### src/rtl/encode_4_2_irq.sv
// Registered 4-to-2 priority encoder with request capture and a valid/ready
// output handshake. Requests are latched into a pending register, the
// winner is offered as a 2-bit code, and its pending bit is cleared only
// when the consumer accepts it.
module encode_4_2_irq #(
    parameter bit LOW_FIRST = 1'b0
) (
    input  logic       clk,
    input  logic       rst,
    input  logic       En,
    input  logic [3:0] I,
    input  logic       Rdy,
    output logic [1:0] Y,
    output logic       V,
    output logic [3:0] Pend,
    output logic       Ovf
);

    typedef enum logic {
        IDLE  = 1'b0,
        OFFER = 1'b1
    } state_t;

    state_t     state_q, state_d;
    logic [3:0] pend_q, pend_d;
    logic [1:0] y_q, y_d;
    logic       ovf_q, ovf_d;

    logic [3:0] set_vec;
    logic [3:0] clr_vec;
    logic [1:0] winner;

    // Picks the winning pending index; the order depends on LOW_FIRST.
    function automatic logic [1:0] prio_encode(input logic [3:0] req);
        logic [1:0] idx;
        idx = 2'd0;
        if (LOW_FIRST) begin
            for (int k = 3; k >= 0; k--) begin
                if (req[k]) idx = 2'(k);
            end
        end else begin
            for (int k = 0; k < 4; k++) begin
                if (req[k]) idx = 2'(k);
            end
        end
        return idx;
    endfunction

    // Capture, accept-clear and overflow: a new request on a bit being
    // cleared in the same cycle wins, so that event is not lost.
    always_comb begin
        set_vec = En ? I : 4'b0000;
        clr_vec = 4'b0000;
        if (state_q == OFFER && Rdy) begin
            clr_vec[y_q] = 1'b1;
        end
        pend_d = (pend_q & ~clr_vec) | set_vec;
        ovf_d  = ovf_q | (|(set_vec & pend_q & ~clr_vec));
    end

    // Offer state machine: IDLE loads the winner of the current pending
    // set, OFFER holds the code until accepted (no preemption).
    always_comb begin
        state_d = state_q;
        y_d     = y_q;
        winner  = prio_encode(pend_q);
        case (state_q)
            IDLE: begin
                y_d = 2'd0;
                if (pend_q != 4'b0000) begin
                    y_d     = winner;
                    state_d = OFFER;
                end
            end
            OFFER: begin
                if (Rdy) begin
                    y_d     = 2'd0;
                    state_d = IDLE;
                end
            end
            default: begin
                y_d     = 2'd0;
                state_d = IDLE;
            end
        endcase
    end

    // State and data registers with synchronous reset.
    always_ff @(posedge clk) begin
        if (rst) begin
            state_q <= IDLE;
            pend_q  <= 4'b0000;
            y_q     <= 2'd0;
            ovf_q   <= 1'b0;
        end else begin
            state_q <= state_d;
            pend_q  <= pend_d;
            y_q     <= y_d;
            ovf_q   <= ovf_d;
        end
    end

    assign Y    = y_q;
    assign V    = (state_q == OFFER);
    assign Pend = pend_q;
    assign Ovf  = ovf_q;

endmodule

### config.mk
export PLATFORM = sky130hd
export DESIGN_NAME = encode_4_2_irq
export DESIGN_NICKNAME = d
export VERILOG_FILES = /design/src/rtl/encode_4_2_irq.sv
export SDC_FILE = /design/constraint.sdc
export NUM_CORES = 1
export LEC_CHECK = 0
export CELL_PAD_IN_SITES_DETAIL_PLACEMENT = 1
export CELL_PAD_IN_SITES_GLOBAL_PLACEMENT = 1
export CORE_MARGIN = 3
export CORE_UTILIZATION = 24
export DETAILED_ROUTE_END_ITERATION = 6
export PLACE_DENSITY_LB_ADDON = 0.1
export SYNTH_ARGS = -nofsm -noshare
export SYNTH_HDL_FRONTEND = slang
export SYNTH_SLANG_ARGS = --single-unit
### constraint.sdc
create_clock -name clk -period 1.2 [get_ports clk]
set_clock_uncertainty 0.05 [all_clocks]
set_input_delay 0.18 -clock clk [delete_from_list [all_inputs] [get_ports clk]]
set_output_delay 0.18 -clock clk [all_outputs]
set_load 0.02 [all_outputs]
# After elaboration in Yosys (flattened, before gate mapping)
# Index checks and enable logic that the tools add are counted.
# op_classes
add_sub_neg	0
n_mul	0
n_div	0
n_lt_le_gt_ge	2
eq_ne	1
shift	0
muxes	13
n_bitwise	7
reduce_logical	4
# op_table
operator	n
4-bit AND	3
2-bit two-way mux	4
4-bit two-way mux	2
1-bit two-way mux	4
4-bit NOT	1
4-bit OR	1
2-bit case mux with 2 select lines	1
4-bit nonzero test	1
4-bit OR reduction	1
2-bit by 3-bit less-than comparator with 1-bit output (second input constant)	1
1-bit demux with 2-bit select	1
2-bit by 1-bit >= comparator with 1-bit output (second input constant)	1
1-bit logical AND	2
2-bit inequality test (second input constant)	1
1-bit case mux with 2 select lines	1
1-bit NOT	1
1-bit OR	1
# totals
regBits	8
latchBits	0
ram_bits	0
mem_bits_ro	0
in_bits	8
output_inout_bits	8
elab_cells	31
n_memories	0

# Depth between registers and ports, before layout
# logic_depth
depth_word	9
mapped_depth	4
depth_no_buf	3

# Worst setup path after synthesis
# Ideal clock, no wire load.
# synth_timing
kind	flip-flop to flip-flop
startpoint	register state_q, in the netlist V
endpoint	register ovf_q, in the netlist Ovf
setup_time_ns	0.141
arrival_ns	1.072
t_required_ns	1.009
slack_ns	-0.062
path_stages_with_launch	5
cell_sequence	dfxtp_1 > buf_4 > nand3_1 > o311ai_1 > a41oi_1
# synth_via
elab_chain_len	6
# synth_lines
item	line_no	source
start: declaration	24	state_t state_q, state_d;
start signal: assignment	96	state_q <= state_d;
1-bit logical AND	54	if (state_q == OFFER && Rdy) begin
4-bit two-way mux	54	
4-bit NOT	58	ovf_d = ovf_q | (|(set_vec & pend_q & ~clr_vec));
4-bit AND	58	
4-bit OR reduction	58	
1-bit OR	58	
end signal: assignment	99	ovf_q <= ovf_d;
end: declaration	27	logic ovf_q, ovf_d;
# Every way passes these cells.
# A chain may end at the register's enable or synchronous reset.

# Final worst setup path
# layout_timing
startpoint	register y_q[0], in the netlist Y[0]
endpoint	register ovf_q, in the netlist Ovf
# layout_via
elab_chain_len	9
word_cells_on_any_way	10
classes_between	2 x order compare; 3 x mux; 3 x bitwise; 2 x reduce/logical
# layout_lines
item	line_no	source
start: declaration	26	logic [1:0] y_q, y_d;
start signal: assignment	98	y_q <= y_d;
2-bit by 3-bit less-than comparator with 1-bit output (implied by the code) / 2-bit by 1-bit >= comparator with 1-bit output (equally long branches)	55	clr_vec[y_q] = 1'b1;
1-bit logical AND (implied by the code)	55	
1-bit two-way mux (implied by the code)	55	
1-bit demux with 2-bit select *	55	
4-bit two-way mux *	54	
4-bit NOT *	58	
4-bit AND *	58	
4-bit OR reduction *	58	
1-bit OR *	58	
# Mark *: on every way between the ends. The rest lies on a longest branch, timed or not.

==> insert_results.sql <==
INSERT INTO impl_metrics (metric_group, metric, value, unit) VALUES
('clock_tree', 'cts_made_buffers', '3', ''),
('detailed_routing', 'post_drt_via_cell_ratio', '5.13', ''),
('clock_tree', 'root_buffer', 'sky130_fd_sc_hd__clkbuf_4', ''),
('final_layout', 'diodes', '0', ''),
('timing', 'hold_violations', '0', ''),
('die', 'core_area', '1370', 'um2'),
('final_layout', 'areaGrowthSynthToFinish', '85.5', '%'),
('global_routing', 'first_pass_grt_wire_length', '2.17', 'mm'),
('logic_synthesis', 'ys.warnings.count', '0', ''),
('power_and_ir_drop', 'static-leakage-power', '0.294', 'nW'),
('logic_synthesis', 'synth.net_count', '50', ''),
('timing', 'tightestPinTransition', '333', 'ps'),
('logic_synthesis', 'synthesis.area', '370', 'um2'),
('logic_synthesis', 'synth.ff_latch_count', '8', ''),
('global_routing', 'number_of_antenna_violations_at_the_first_check_in_global_routing', '0', ''),
('setup_path', 'cp_data_arrival_time', '1270', 'ps'),
('clock_tree', 'cts_tree', 'done', ''),
('detailed_routing', 'num_vias', '451', ''),
('die', 'die-height', '45.3', 'um'),
('clock_tree', 'clock_tree.buffer_depth', '2', ''),
('die', 'fp-row-count', '13', ''),
('timing', 'fin_crit_sh', '101', '%'),
('detailed_routing', 'route.final.wire_length', '1.37', 'mm'),
('global_routing', 'grt_start_max_net_pins', '8', ''),
('setup_path', 'endpoint_type_of_the_worst_setup_path', 'flop', ''),
('global_routing', 'first_global_vias', '478', ''),
('logic_synthesis', 'syn-mean-instance-area', '8.82', 'um2'),
('timing', 'maxClockFrequency', '829', 'MHz'),
('worst_hold_path', 'min_path_type', 'in -> reg', ''),
('placement', 'dp_hpwl', '1.09', 'mm'),
('timing', 'final_worst_slack', '-6.42', 'ps'),
('timing', 'layout_min_cycle_time', '1210', 'ps'),
('timing', 'worst_hold_slack', '314', 'ps'),
('placement', 'globalplace.congestion', '0.807', ''),
('detailed_routing', 'avgRoutedWirePerCell', '15.6', 'um'),
('clock_tree', 'clock-sinks', '8', ''),
('clock_tree', 'cts.clk_slew.worst_paths', '50', 'ps'),
('clock_tree', 'cts.hold.buffers_added', '0', ''),
('detailed_routing', 'route.detailed.drc', '0', ''),
('setup_path', 'critical_path.startpoint_type', 'flop', ''),
('final_layout', 'fill_count', '168', ''),
('global_routing', 'globalRoute.totalOverflow', '0', ''),
('outcome', 'failing_checks', 'negative setup slack', ''),
('logic_synthesis', 'seq_area_frac_synth', '43.2', '%'),
('die', 'die-width', '45.3', 'um'),
('die', 'initial_core_util', '27.1', '%'),
('detailed_routing', 'firstDrtPassIters', '3', ''),
('timing', 'finalSetupViolCount', '1', ''),
('timing', 'final_max_slew_viol_count', '0', ''),
('final_layout', 'ratio_of_cells_with_drive_above_1_in_the_final_layout', '35.6', '%'),
('setup_path', 'worst_ep_required_time', '1260', 'ps'),
('logic_synthesis', 'netlist_instances', '42', ''),
('power_and_ir_drop', 'max-vdd-ir-drop', '0.000668', 'V'),
('detailed_routing', 'drt-initial-drc-count', '6', ''),
('global_routing', 'grt_usage', '15.2', '%'),
('final_layout', 'fin_util', '50.3', '%'),
('setup_path', 'worst-path-max-fanout', '5', ''),
('timing', 'slew_headroom', '77.4', '%'),
('detailed_routing', 'ant_nets', '0', ''),
('die', 'floorplan.die_area', '2050', 'um2'),
('placement', 'numPortBuffers', '15', ''),
('final_layout', 'final_nets', '83', ''),
('power_and_ir_drop', 'pwr_density_cell', '1090', 'nW/um2'),
('setup_path', 'path_class', 'reg -> reg', ''),
('logic_synthesis', 'synth.lib_cells_used.distinct', '24', ''),
('clock_tree', 'worst_skew_pair.late_latency', '250', 'ps'),
('outcome', 'run_status', 'finished, violations left', ''),
('flow_run', 'number_of_max_capacitance_violations_reported', '0', ''),
('die', 'top_level_ports', '16', ''),
('clock_tree', 'number_of_levels_the_h_tree_was_split_into', '1', ''),
('timing', 'rsz0062_at_grt', 'yes', '');
[layout make-up]
type	count	area (um2)	share of cell area [%]
clock buffer	3	22.5	3.28
inverter	1	3.75	0.546
multi-input combinational	31	206	30.1
sequential	8	170	24.8
tap	15	18.8	2.73
timing repair buffer	30	265	38.6
[worst max-delay path, cell delays in order (launching register included)]
cell and delay [ps]:
sky130_fd_sc_hd__dfxtp_2 320, sky130_fd_sc_hd__buf_6 120, sky130_fd_sc_hd__nand4b_1 190, sky130_fd_sc_hd__o211ai_1 250
sky130_fd_sc_hd__a41oi_2 140
[what timing repair did]
| action | 4_1_cts | 5_1_grt |
|---|---|---|
| gates resized for setup | 13 | 12 |
| pin swaps | 0 | 3 |
| setup buffers | 0 | 0 |
| setup endpoints to repair | 9 | 7 |
[placed cells by master (no fill, tap or decap), types with 2 or more instances in the layout]
cell / count
sky130_fd_sc_hd__a211oi_1: 2
sky130_fd_sc_hd__a21oi_1: 4
sky130_fd_sc_hd__a22oi_1: 2
sky130_fd_sc_hd__and2_1: 2
sky130_fd_sc_hd__buf_4: 13
sky130_fd_sc_hd__buf_6: 2
sky130_fd_sc_hd__clkbuf_4: 3
sky130_fd_sc_hd__clkdlybuf4s15_1: 3
sky130_fd_sc_hd__clkdlybuf4s50_1: 6
sky130_fd_sc_hd__dfxtp_1: 4
sky130_fd_sc_hd__dfxtp_2: 2
sky130_fd_sc_hd__dfxtp_4: 2
sky130_fd_sc_hd__dlygate4sd2_1: 3
sky130_fd_sc_hd__nand2_1: 3
sky130_fd_sc_hd__nor2_1: 3
sky130_fd_sc_hd__o21bai_1: 2
sky130_fd_sc_hd__o311ai_1: 2
[through the flow]
step           cells  total power [mW]  instance area [um2]  worst slack, ps  setup TNS [ps]
6_report          88             0.751                  687            -6.42           -6.42
5_1_grt           88             0.808                  687             -109            -141
4_1_cts           88             0.756                  661            0.401               0
3_5_place_dp      85             0.552                  643             -283            -996
3_3_place_gp      85             0.544                  643             -250            -733
2_1_floorplan     42             0.406                  373             4.73               0
[synthesized netlist by cell type (all sizes together)]
library cell	n	area (um2)
a211oi	2	15.0
a21oi	4	20.0
a22oi	2	15.0
a41oi	1	8.76
and2	2	12.5
buf	2	11.3
dfxtp	8	160
inv	1	3.75
nand2	3	11.3
nand2b	1	6.26
nand3	1	5.00
nand3b	1	7.51
nand4	1	6.26
nand4b	1	8.76
nor2	3	11.3
nor3b	1	7.51
o211ai	1	7.51
o21ai	1	5.00
o21bai	2	15.0
o311ai	2	17.5
o31ai	1	7.51
or4	1	7.51
[per-layer routing]
| metal | share of wire (%) | GRT usage (%) | wire [um] |
|---|---|---|---|
| met5 | 0 | 0 | 0 |
| met4 | 0.51 | 1.75 | 7 |
| met3 | 6.5 | 7.57 | 89 |
| met2 | 51 | 26.6 | 694 |
| met1 | 42 | 16.9 | 577 |
[cell families (layout without fill, tap and decap cells)]
| group | after synthesis | after routing | share of synthesized area [%] |
|---|---|---|---|
| simple gates | 15 | 15 | 22.6 |
| compound gates | 16 | 16 | 30.1 |
| buf+inv | 3 | 34 | 4.05 |
| flops | 8 | 8 | 43.2 |
[power breakdown]
part	internal (mW)	total, mW	switching (mW)	leakage [nW]
Sequential	0.291	0.311	0.0207	0.0680
Clock	0.114	0.205	0.0904	0.0138
Combinational	0.128	0.235	0.107	0.212
[final timing paths]
| path | end | cells past startpoint | start | slack [ps] |
|---|---|---|---|---|
| worst max-delay path | Ovf$_SDFF_PP0_ | 4 | Y[0]$_SDFFE_PP0P_ | -6 |
| worst min-delay path | Y[1]$_SDFFE_PP0P_ | 3 | Rdy | 310 |
| worst max register to register | Ovf$_SDFF_PP0_ | 4 | Y[0]$_SDFFE_PP0P_ | -6 |
| worst min register to register | Pend[2]$_SDFF_PP0_ | 2 | Pend[2]$_SDFF_PP0_ | 510 |
[registers in the layout, summed over array words and instances (netlist names)]
signal / flops
Ovf: 1
V: 1
Pend: 4
Y: 2
No activity file was read; power rests on OpenSTA's default activity.
